### src/rtl/mips_bus_pkg.sv
// Shared types and constants for the two-master MIPS bus arbiter.
package mips_bus_pkg;

  localparam int ADDR_W = 32;
  localparam int DATA_W = 32;
  localparam int BE_W   = 4;

  typedef enum logic [1:0] {
    IDLE = 2'd0,
    GNT0 = 2'd1,
    GNT1 = 2'd2
  } arb_state_t;

  localparam logic [1:0] GNT_NONE = 2'b00;
  localparam logic [1:0] GNT_M0   = 2'b01;
  localparam logic [1:0] GNT_M1   = 2'b10;

endpackage

### src/rtl/mips_bus_arb_pick.sv
// Combinational requester picker; MIPS_BUS_ARB_RR_EN selects round-robin,
// otherwise M0 has fixed priority and `last` is ignored.
module mips_bus_arb_pick
  import mips_bus_pkg::*;
(
  input  logic [1:0] req,
  input  logic [1:0] last,
  output logic [1:0] pick
);

`ifdef MIPS_BUS_ARB_RR_EN
  always_comb begin
    pick = GNT_NONE;
    if (req == 2'b11) pick = (last == GNT_M0) ? GNT_M1 : GNT_M0;
    else if (req[0])  pick = GNT_M0;
    else if (req[1])  pick = GNT_M1;
  end
`else
  logic unused_last;
  assign unused_last = ^last;

  always_comb begin
    pick = GNT_NONE;
    if (req[0])      pick = GNT_M0;
    else if (req[1]) pick = GNT_M1;
  end
`endif

endmodule

### src/rtl/mips_bus_arbiter.sv
// Two-master / one-slave Avalon-style arbiter with per-transfer stall watchdog.
// Define MIPS_BUS_ARB_RR_EN for round-robin tie-break (default: M0 priority).
//   state | meaning
//   IDLE  | no owner, slave strobes low, picking next requester
//   GNT0  | M0 owns the slave until s_waitrequest=0 or watchdog abort
//   GNT1  | M1 owns the slave until s_waitrequest=0 or watchdog abort
module mips_bus_arbiter
  import mips_bus_pkg::*;
#(
  parameter int unsigned       TIMEOUT_CYCLES = 1024,
  parameter logic [DATA_W-1:0] ABORT_DATA     = 32'hDEADBEEF
) (
  input  logic              clk,
  input  logic              reset_n,
  input  logic [ADDR_W-1:0] m0_address,
  input  logic              m0_read,
  input  logic              m0_write,
  input  logic [DATA_W-1:0] m0_writedata,
  input  logic [BE_W-1:0]   m0_byteenable,
  output logic [DATA_W-1:0] m0_readdata,
  output logic              m0_waitrequest,
  input  logic [ADDR_W-1:0] m1_address,
  input  logic              m1_read,
  input  logic              m1_write,
  input  logic [DATA_W-1:0] m1_writedata,
  input  logic [BE_W-1:0]   m1_byteenable,
  output logic [DATA_W-1:0] m1_readdata,
  output logic              m1_waitrequest,
  output logic [ADDR_W-1:0] s_address,
  output logic              s_read,
  output logic              s_write,
  output logic [DATA_W-1:0] s_writedata,
  output logic [BE_W-1:0]   s_byteenable,
  input  logic [DATA_W-1:0] s_readdata,
  input  logic              s_waitrequest,
  output logic [1:0]        grant,
  output logic              timeout_err
);

  localparam int             CNT_W   = (TIMEOUT_CYCLES < 1) ? 1 : $clog2(TIMEOUT_CYCLES + 1);
  localparam logic [CNT_W-1:0] CNT_MAX = '1;
  localparam logic [CNT_W-1:0] TO_VAL  = CNT_W'(TIMEOUT_CYCLES);
  localparam bit             WDOG_EN = (TIMEOUT_CYCLES != 0);

  arb_state_t       state_q, state_d;
  logic [CNT_W-1:0] cnt_q, cnt_d;
  logic             terr_q, terr_d;
  logic [1:0]       req, last, pick;
  logic             abort;

  assign req   = {m1_read | m1_write, m0_read | m0_write};
  assign abort = WDOG_EN && (state_q != IDLE) && (cnt_q == TO_VAL);

  mips_bus_arb_pick u_pick (
    .req  (req),
    .last (last),
    .pick (pick)
  );

`ifdef MIPS_BUS_ARB_RR_EN
  logic [1:0] last_q, last_d;

  assign last_d = (state_q == IDLE && pick != GNT_NONE) ? pick : last_q;
  assign last   = last_q;

  always_ff @(posedge clk) begin
    if (!reset_n) last_q <= GNT_M1;
    else          last_q <= last_d;
  end
`else
  assign last = GNT_M1;
`endif

  always_comb begin
    state_d = state_q;
    cnt_d   = cnt_q;
    terr_d  = terr_q;
    case (state_q)
      IDLE: begin
        cnt_d = '0;
        if (pick == GNT_M0)      state_d = GNT0;
        else if (pick == GNT_M1) state_d = GNT1;
      end
      GNT0, GNT1: begin
        if (abort) begin
          state_d = IDLE;
          terr_d  = 1'b1;
        end else if (!s_waitrequest) begin
          state_d = IDLE;
        end else if (cnt_q != CNT_MAX) begin
          cnt_d = cnt_q + CNT_W'(1);
        end
      end
      default: state_d = IDLE;
    endcase
  end

  always_ff @(posedge clk) begin
    if (!reset_n) begin
      state_q <= IDLE;
      cnt_q   <= '0;
      terr_q  <= 1'b0;
    end else begin
      state_q <= state_d;
      cnt_q   <= cnt_d;
      terr_q  <= terr_d;
    end
  end

  // Owner's fields pass straight through; an abort kills the strobes and fakes a completion.
  always_comb begin
    s_address      = '0;
    s_read         = 1'b0;
    s_write        = 1'b0;
    s_writedata    = '0;
    s_byteenable   = '0;
    m0_waitrequest = 1'b1;
    m0_readdata    = '0;
    m1_waitrequest = 1'b1;
    m1_readdata    = '0;
    grant          = GNT_NONE;
    case (state_q)
      GNT0: begin
        grant          = GNT_M0;
        s_address      = m0_address;
        s_writedata    = m0_writedata;
        s_byteenable   = m0_byteenable;
        s_write        = m0_write & ~abort;
        s_read         = m0_read & ~m0_write & ~abort;
        m0_waitrequest = s_waitrequest & ~abort;
        m0_readdata    = abort ? ABORT_DATA : s_readdata;
      end
      GNT1: begin
        grant          = GNT_M1;
        s_address      = m1_address;
        s_writedata    = m1_writedata;
        s_byteenable   = m1_byteenable;
        s_write        = m1_write & ~abort;
        s_read         = m1_read & ~m1_write & ~abort;
        m1_waitrequest = s_waitrequest & ~abort;
        m1_readdata    = abort ? ABORT_DATA : s_readdata;
      end
      default: ;
    endcase
  end

  assign timeout_err = terr_q;

endmodule

### config.mk
export PLATFORM = sky130hd
export DESIGN_NAME = mips_bus_arbiter
export DESIGN_NICKNAME = d
export VERILOG_FILES = /design/src/rtl/mips_bus_pkg.sv /design/src/rtl/mips_bus_arb_pick.sv /design/src/rtl/mips_bus_arbiter.sv
export SDC_FILE = /design/constraint.sdc
export NUM_CORES = 1
export LEC_CHECK = 0
export CORE_AREA = 2 2 122 124
export CTS_CLUSTER_SIZE = 16
export DETAILED_ROUTE_END_ITERATION = 7
export DIE_AREA = 0 0 124 126
export GPL_ROUTABILITY_DRIVEN = 1
export SYNTH_ARGS = -nofsm -noshare
export SYNTH_HDL_FRONTEND = slang
export SYNTH_SLANG_ARGS = --single-unit
export TNS_END_PERCENT = 1
### constraint.sdc
create_clock -name clk -period 1.9 [get_ports clk]
set_input_delay 0.19 -clock clk [delete_from_list [all_inputs] [get_ports clk]]
set_output_delay 0.19 -clock clk [all_outputs]
set_load 0.05 [all_outputs]
==> results.cfg, run 1 <==
[status]
outcome = complete, but fails checks
failed_checks = negative setup slack

[pwr]
p_leak_nw = 3.07
clockPowerShare = 0.077
p_int_mw = 2.80
p_per_area_nw_per_um2 = 609
p_switching_mw = 2.34
swShare = 0.455
pwr-share-seq = 0.061
peakVddDrop_v = 0.000288
pwr-share-comb = 0.862

[timing]
slew_viol_final = 0
worstMarginPinSlew_ns = 0.545
post-route-period-util = 1.26
hold_viol_final = 0
fin_tns_setup_ns = -39.12
rsz0062_at_grt = true
fmaxAchievable_mhz = 419
maxSlewHeadroom = 0.636
fin_ws_ns = -0.487
fin_skew_ns = 0.00426
finalSetupViolations = 149
finalCriticalPeriod_ns = 2.39

[setup_path]
crit_chain = inv_2 > ha_4 > or4_4 > buf_6 > nor3_4 > buf_6 > buf_6 > buf_16 > o21a_2 > buf_12
setup.worst_path.class = reg -> out
max_stage_delay_ns = 0.42
critPathCaptureType = output port
crit_top_cell = buf_6
cp.arrival_ns = 2.20
path_delay_family = buffers and inverters
reg2regPathDepth = 9
critPathMaxFanout = 6
cp.depth = 10
cp-start-kind = flop
critPathRequiredTime_ns = 1.71
crit_buf_inv = 6
slowest_stage = or4_4

[logic_synthesis]
syn_area_per_cell_um2 = 7.11
synth_simple_gate_area_frac = 0.341
synth_adder_area_share = 0.0302
synth_top_family_by_area = compound AO/OA/AOI/OAI gates
synthCells = 350
async_reset_ff_frac = 0
synth_xor_area_frac = 0
ys_types = 42
synth.area.mux_share = 0.0201
yosysWarnings = 0
synth_edf_count = 0
synth_seq_area_share = 0.113
synth_compound_area_frac = 0.419
ys_seq_elements = 14
syn_area_um2 = 2490
synth-main-ff-cell = dfxtp_1
syn-num-nets = 531

[global_routing]
antenna_found_initial = 0
globalRoute.totalOverflow = 0
met3_usage = 0.0308
grt.busiest_layer = met2
grt_max_degree = 44
grt_usage = 0.210
use_met2 = 0.380
first_global_vias = 4143
grt_pass1_wl_um = 25100
met1_usage = 0.250

[floorplan]
boundaryPins = 314
initial_core_util = 0.174
dieArea_um2 = 15600
die_w_um = 124
rows = 44
core-area_um2 = 14300
dieHeight_um = 126

[clock_tree]
path_clk_slew_ns = 0.05
clkLatencyLatePin_ns = 0.25
h-tree-depth = 1
cts-root-buf = clkbuf_16
cts_hold_buf = 0
cts_tree = built
cts_made_buffers = 3
clock_path_buffers = 2
clock-sinks = 14

[final_layout]
drive_gt1_frac = 0.541
insertedDiodeCount = 0
final_cell_area_um2 = 8430
fillCellCount = 1148
areaGrowthSynthToFinish_pct = 239
nets = 871

[drt]
drt_pass1_iterations = 4
drt_iter0_markers = 163
drc = 0
ant_nets = 0
via_count = 4180
via_per_inst = 4.79
wire_per_inst_um = 20.2
wl_um = 17600

[place]
port-buffer-count = 313
hpwl_um = 14000
gp_congestion = 0.930
dpl_cell_area_um2 = 7820

[min_path]
hold_depth = 2
holdCritPathClass = reg -> reg

[job]
cap_violations = 0
==> power groups by stage <==
| stage | combinational, mW | clock [mW] | sequential, mW |
|---|---|---|---|
| global placement | 4.19 | 0 | 0.314 |
| global route | 4.60 | 0.415 | 0.314 |
| finish | 4.42 | 0.397 | 0.313 |
| detailed placement | 4.22 | 0 | 0.315 |
| CTS | 4.39 | 0.406 | 0.312 |
| floorplan | 2.20 | 0 | 0.318 |
==> sequential cells by signal, indices dropped and copies added (netlist names) <==
signal       count
timeout_err      1
cnt_q           11
state_q          2
==> synthesized netlist by cell type (2+ instances only) <==
| cell type | number | area share |
|---|---|---|
| a22oi_1 | 68 | 0.21 |
| nor2b_1 | 68 | 0.17 |
| o21a_1 | 48 | 0.14 |
| clkbuf_1 | 26 | 0.039 |
| and3_1 | 18 | 0.045 |
| dfxtp_1 | 14 | 0.11 |
| nand2_1 | 14 | 0.021 |
| buf_1 | 8 | 0.012 |
| nand3_1 | 8 | 0.016 |
| ha_1 | 6 | 0.030 |
| a21oi_1 | 5 | 0.010 |
| inv_1 | 5 | 0.0075 |
| mux2i_1 | 5 | 0.020 |
| nand2b_1 | 5 | 0.013 |
| nor2_1 | 5 | 0.0075 |
| buf_2 | 4 | 0.0080 |
| nand4_1 | 4 | 0.010 |
| nor3_1 | 4 | 0.0080 |
| or3_1 | 4 | 0.010 |
| a311oi_1 | 3 | 0.011 |
| a31oi_1 | 3 | 0.0075 |
| o21ai_0 | 3 | 0.0060 |
| and4_1 | 2 | 0.0070 |
| buf_6 | 2 | 0.0090 |
==> path summary, 6_finish.rpt <==
path / from / to / slack, ns
worst max register to register: state_q[1] / cnt_q[2] / -0.17
worst min register to register: timeout_err / timeout_err / 0.47
worst max-delay path: state_q[1] / m0_readdata[12] / -0.49
worst min-delay path: timeout_err / timeout_err / 0.47
==> placed cells by master, fill, tap and decap left out, drive strengths merged <==
| master | netlist | layout |
|---|---|---|
| inv | 5 | 5 |
| clkbuf | 26 | 3 |
| nand2 | 14 | 14 |
| ha | 6 | 6 |
| nor3b | 2 | 2 |
| nor2b | 68 | 68 |
| a21oi | 5 | 5 |
| clkdlybuf4s50 | 0 | 175 |
| nor2 | 5 | 5 |
| and2 | 1 | 1 |
| buf | 14 | 200 |
| clkinv | 1 | 1 |
| a21boi | 1 | 1 |
| nand2b | 5 | 5 |
| a31oi | 3 | 3 |
| o41ai | 1 | 1 |
| o32ai | 1 | 1 |
| o21a | 48 | 48 |
| o311a | 1 | 1 |
| dfxtp | 14 | 14 |
| or3 | 4 | 4 |
| or4b | 1 | 1 |
| nand3b | 1 | 1 |
| and4 | 2 | 2 |
| mux2i | 5 | 5 |
| and3 | 18 | 18 |
| or3b | 1 | 1 |
| a22oi | 68 | 68 |
| nor3 | 5 | 5 |
| a311oi | 3 | 3 |
| nand3 | 8 | 8 |
| o311ai | 2 | 2 |
| o21ai | 4 | 4 |
| o211ai | 1 | 1 |
| nor4 | 1 | 1 |
| or4 | 1 | 1 |
| nand4 | 4 | 4 |
==> worst register-to-register path, cell delays in order (launching register included) <==
cell and delay [ns]:
dfxtp_2 0.33, inv_2 0.05, ha_4 0.15, or4_4 0.42
buf_6 0.14, buf_4 0.14, o311ai_4 0.24, buf_12 0.17
o21ai_2 0.09, a311oi_2 0.24
==> stage by stage <==
step	total power [mW]	hold WS [ns]	std cells	setup slack, ns	utilization
floorplan	2.52	0.342	350	-0.208	-
global placement	4.51	0.459	855	-0.256	0.547
detailed placement	4.54	0.463	855	-0.306	0.547
CTS	5.11	0.478	870	-0.468	0.584
global route	5.33	0.491	872	-0.552	0.589
finish	5.13	0.468	872	-0.487	0.589
==> logic make-up after synthesis <==
logic type,Yosys count
AND/OR/NAND/NOR,141
AO/OA/AOI/OAI,138
buffers and inverters,46
flip-flops,14
adder cells (fa/ha/maj),6
multiplexers,5
==> per-layer routing <==
metal / routed length, um / vias up
li1: - / 1994
met1: 6640 / 1956
met2: 9120 / 194
met3: 1210 / 36
met4: 620 / 0
met5: 0 / -
==> final cells by class <==
type	instances	area, um2	area share
Timing Repair Buffer	375	5030	0.596
Clock buffer	3	75.1	0.00890
Multi-Input combinational cell	290	2790	0.331
Sequential cell	14	283	0.0335
Tap cell	184	230	0.0273
Inverter	6	22.5	0.00267
==> what timing repair did <==
item / 4_1_cts / 5_1_grt
setup endpoints to repair: 150 / 150
pin swaps: 12 / 16
setup buffers: 9 / 2
gates resized for setup: 70 / 17
endpoints found under the hold margin: 0 / 0
gates cloned: 4 / 0
(Power assumes the default switching activity.)
==> inputs of run 2 (changes only) <==
--- a/config.mk
+++ b/config.mk
@@ -6,7 +6,7 @@
 export NUM_CORES = 1
 export LEC_CHECK = 0
 export CORE_AREA = 2 2 122 124
-export CTS_CLUSTER_SIZE = 16
+export CTS_CLUSTER_SIZE = 30
 export DETAILED_ROUTE_END_ITERATION = 7
 export DIE_AREA = 0 0 124 126
 export GPL_ROUTABILITY_DRIVEN = 1
==> results of run 2 <==
The final DEF is identical to that of run 1; final timing and power are the same.
==> inputs of run 3 (changes only) <==
--- a/config.mk
+++ b/config.mk
@@ -10,6 +10,7 @@
 export DETAILED_ROUTE_END_ITERATION = 7
 export DIE_AREA = 0 0 124 126
 export GPL_ROUTABILITY_DRIVEN = 1
+export PLACE_DENSITY = 0.65
 export SYNTH_ARGS = -nofsm -noshare
 export SYNTH_HDL_FRONTEND = slang
 export SYNTH_SLANG_ARGS = --single-unit
==> constraint.sdc (replaced) <==
create_clock -name clk -period 2.7 [get_ports clk]
set_input_delay 0.27 -clock clk [delete_from_list [all_inputs] [get_ports clk]]
set_output_delay 0.27 -clock clk [all_outputs]
set_load 0.05 [all_outputs]
==> results.cfg, run 3 (synthesis gave the netlist of run 1 again) <==
[pwr]
clockPowerShare = 0.102
pwr-share-comb = 0.825
peakVddDrop_v = 0.000231
swShare = 0.473
p_per_area_nw_per_um2 = 434
p_leak_nw = 2.59
p_switching_mw = 1.47
pwr-share-seq = 0.073
p_int_mw = 1.63

[clock_tree]
clkLatencyLatePin_ns = 0.25
clock_path_buffers = 2
cts_tree = built
h-tree-depth = 1
cts_hold_buf = 0
path_clk_slew_ns = 0.05
cts-root-buf = clkbuf_16
cts_made_buffers = 3
clock-sinks = 14

[setup_path]
cp.arrival_ns = 2.35
critPathMaxFanout = 12
critPathCaptureType = output port
slowest_stage = or4_4
reg2regPathDepth = 7
worst_r2r_endpoint = cnt_q[7]
max_stage_delay_ns = 0.42
r2r-start = state_q[0]
setup.worst_path.class = reg -> out
cp-start-kind = flop
crit_chain = clkinvlp_4 > ha_4 > or4_4 > buf_4 > nor3_4 > buf_6 > clkbuf_16 > o21a_1 > buf_12
ff2ff_setup_slack_ns = 0.40
critPathRequiredTime_ns = 2.43

[final_layout]
areaGrowthSynthToFinish_pct = 187
largest_register = cnt_q
post-route-util = 0.499
final_cells = 824
insertedDiodeCount = 0
mostFrequentLayoutCells = 176 x clkdlybuf4s50_1, 119 x buf_12, 68 x a22oi_1, 67 x nor2b_1, 46 x o21a_1
largest_reg_flops = 11
layout_commonest_cell = clkdlybuf4s50_1
drive_gt1_frac = 0.267
nets = 822
final_cell_area_um2 = 7140

[place]
port-buffer-count = 313
dpl_cell_area_um2 = 6920
place_ws_ns = 0.0872
dp.cells = 814
hpwl_um = 11700
gp_congestion = 0.888

[global_routing]
grt_pass1_wl_um = 20900
antenna_found_initial = 0
first_global_vias = 3968
grt_max_degree = 102
grt_usage = 0.168
globalRoute.totalOverflow = 0

[drt]
wl_met2_um = 7450
drt_iter0_markers = 303
top_layer_used = met4
via_count = 3976
drc = 0
ant_nets = 0
drt-met1-wl_um = 5350
via_per_inst = 4.83
wire_per_inst_um = 17.9
drt_pass1_iterations = 4
route.met3.wl_um = 1820
wl_um = 14800

[timing]
finalCriticalPeriod_ns = 2.62
maxSlewHeadroom = 0.588
slew_viol_final = 0
post-route-period-util = 0.971
worstMarginPinSlew_ns = 0.616
fin_skew_ns = 0.00636
finalSetupViolations = 0
fin_ws_ns = 0.0775
hold_viol_final = 0
fmaxAchievable_mhz = 381

[floorplan]
rows = 44
boundaryPins = 314
die_w_um = 124
dieArea_um2 = 15600
initial_core_util = 0.174
core-area_um2 = 14300
dieHeight_um = 126

[min_path]
holdCritPathClass = reg -> reg
min_to = cnt_q[10]
hold_depth = 2
min_from = cnt_q[10]

[status]
outcome = finished, final reports clean

[job]
cap_violations = 0
run 3: worst max path at each step:
stage                       to  startpoint  cells past startpoint  slack, ns
6_report        m1_readdata[5]  state_q[0]                      9       0.08
5_1_grt        m1_readdata[15]  state_q[0]                      9      -0.01
4_1_cts        m0_readdata[19]  state_q[1]                      8       0.06
3_5_place_dp    m1_readdata[4]  state_q[0]                      6       0.09
3_3_place_gp    m1_readdata[4]  state_q[0]                      6       0.18
2_1_floorplan    s_address[11]  state_q[0]                      7      -0.05
run 3: through the flow:
| step | hold WS (ns) | setup TNS [ns] | power, mW |
|---|---|---|---|
| floorplan | 0.422 | -1.34 | 1.52 |
| global placement | 0.464 | 0 | 2.75 |
| detailed placement | 0.465 | 0 | 2.78 |
| CTS | 0.486 | 0 | 3.10 |
| global route | 0.510 | -0.0388 | 3.23 |
| finish | 0.487 | 0 | 3.10 |
run 3: power groups by stage:
| stage | registers (mW) | logic [mW] | clock network [mW] |
|---|---|---|---|
| final | 0.226 | 2.55 | 0.317 |
| after global routing | 0.228 | 2.68 | 0.326 |
| after CTS | 0.224 | 2.56 | 0.315 |
| after detailed placement | 0.227 | 2.55 | 0 |
| after global placement | 0.226 | 2.53 | 0 |
| after floorplan | 0.223 | 1.30 | 0 |
run 3: per-layer routing:
| metal | track usage | vias up |
|---|---|---|
| li1 | - | 1890 |
| met1 | 0.189 | 1845 |
| met2 | 0.312 | 231 |
| met3 | 0.0566 | 10 |
| met4 | 0.0192 | 0 |
| met5 | 0 | - |
run 3: timing repair:
item / 4_1_cts / 5_1_grt
setup endpoints to repair: 22 / 48
pin swaps: 0 / 4
buffers inserted: 0 / 3
gates cloned: 0 / 3
gates resized for setup: 3 / 9
run 3: cell type report:
| cell class | count | area, um2 |
|---|---|---|
| multi-input combinational | 290 | 2090 |
| inverter | 6 | 26.3 |
| clock buffer | 4 | 88.8 |
| timing repair buffer | 326 | 4430 |
| sequential | 14 | 284 |
| tap | 184 | 230 |
| fill | 1293 | 7170 |
run 3: worst max-delay path: cells and delay by family (launching register included):
kind                     cells  cell delay [ns]
AO/OA/AOI/OAI                1             0.17
adder cells (fa/ha/maj)      1             0.18
buffers and inverters        5             0.74
flip-flops                   1             0.38
AND/OR/NAND/NOR              2             0.64
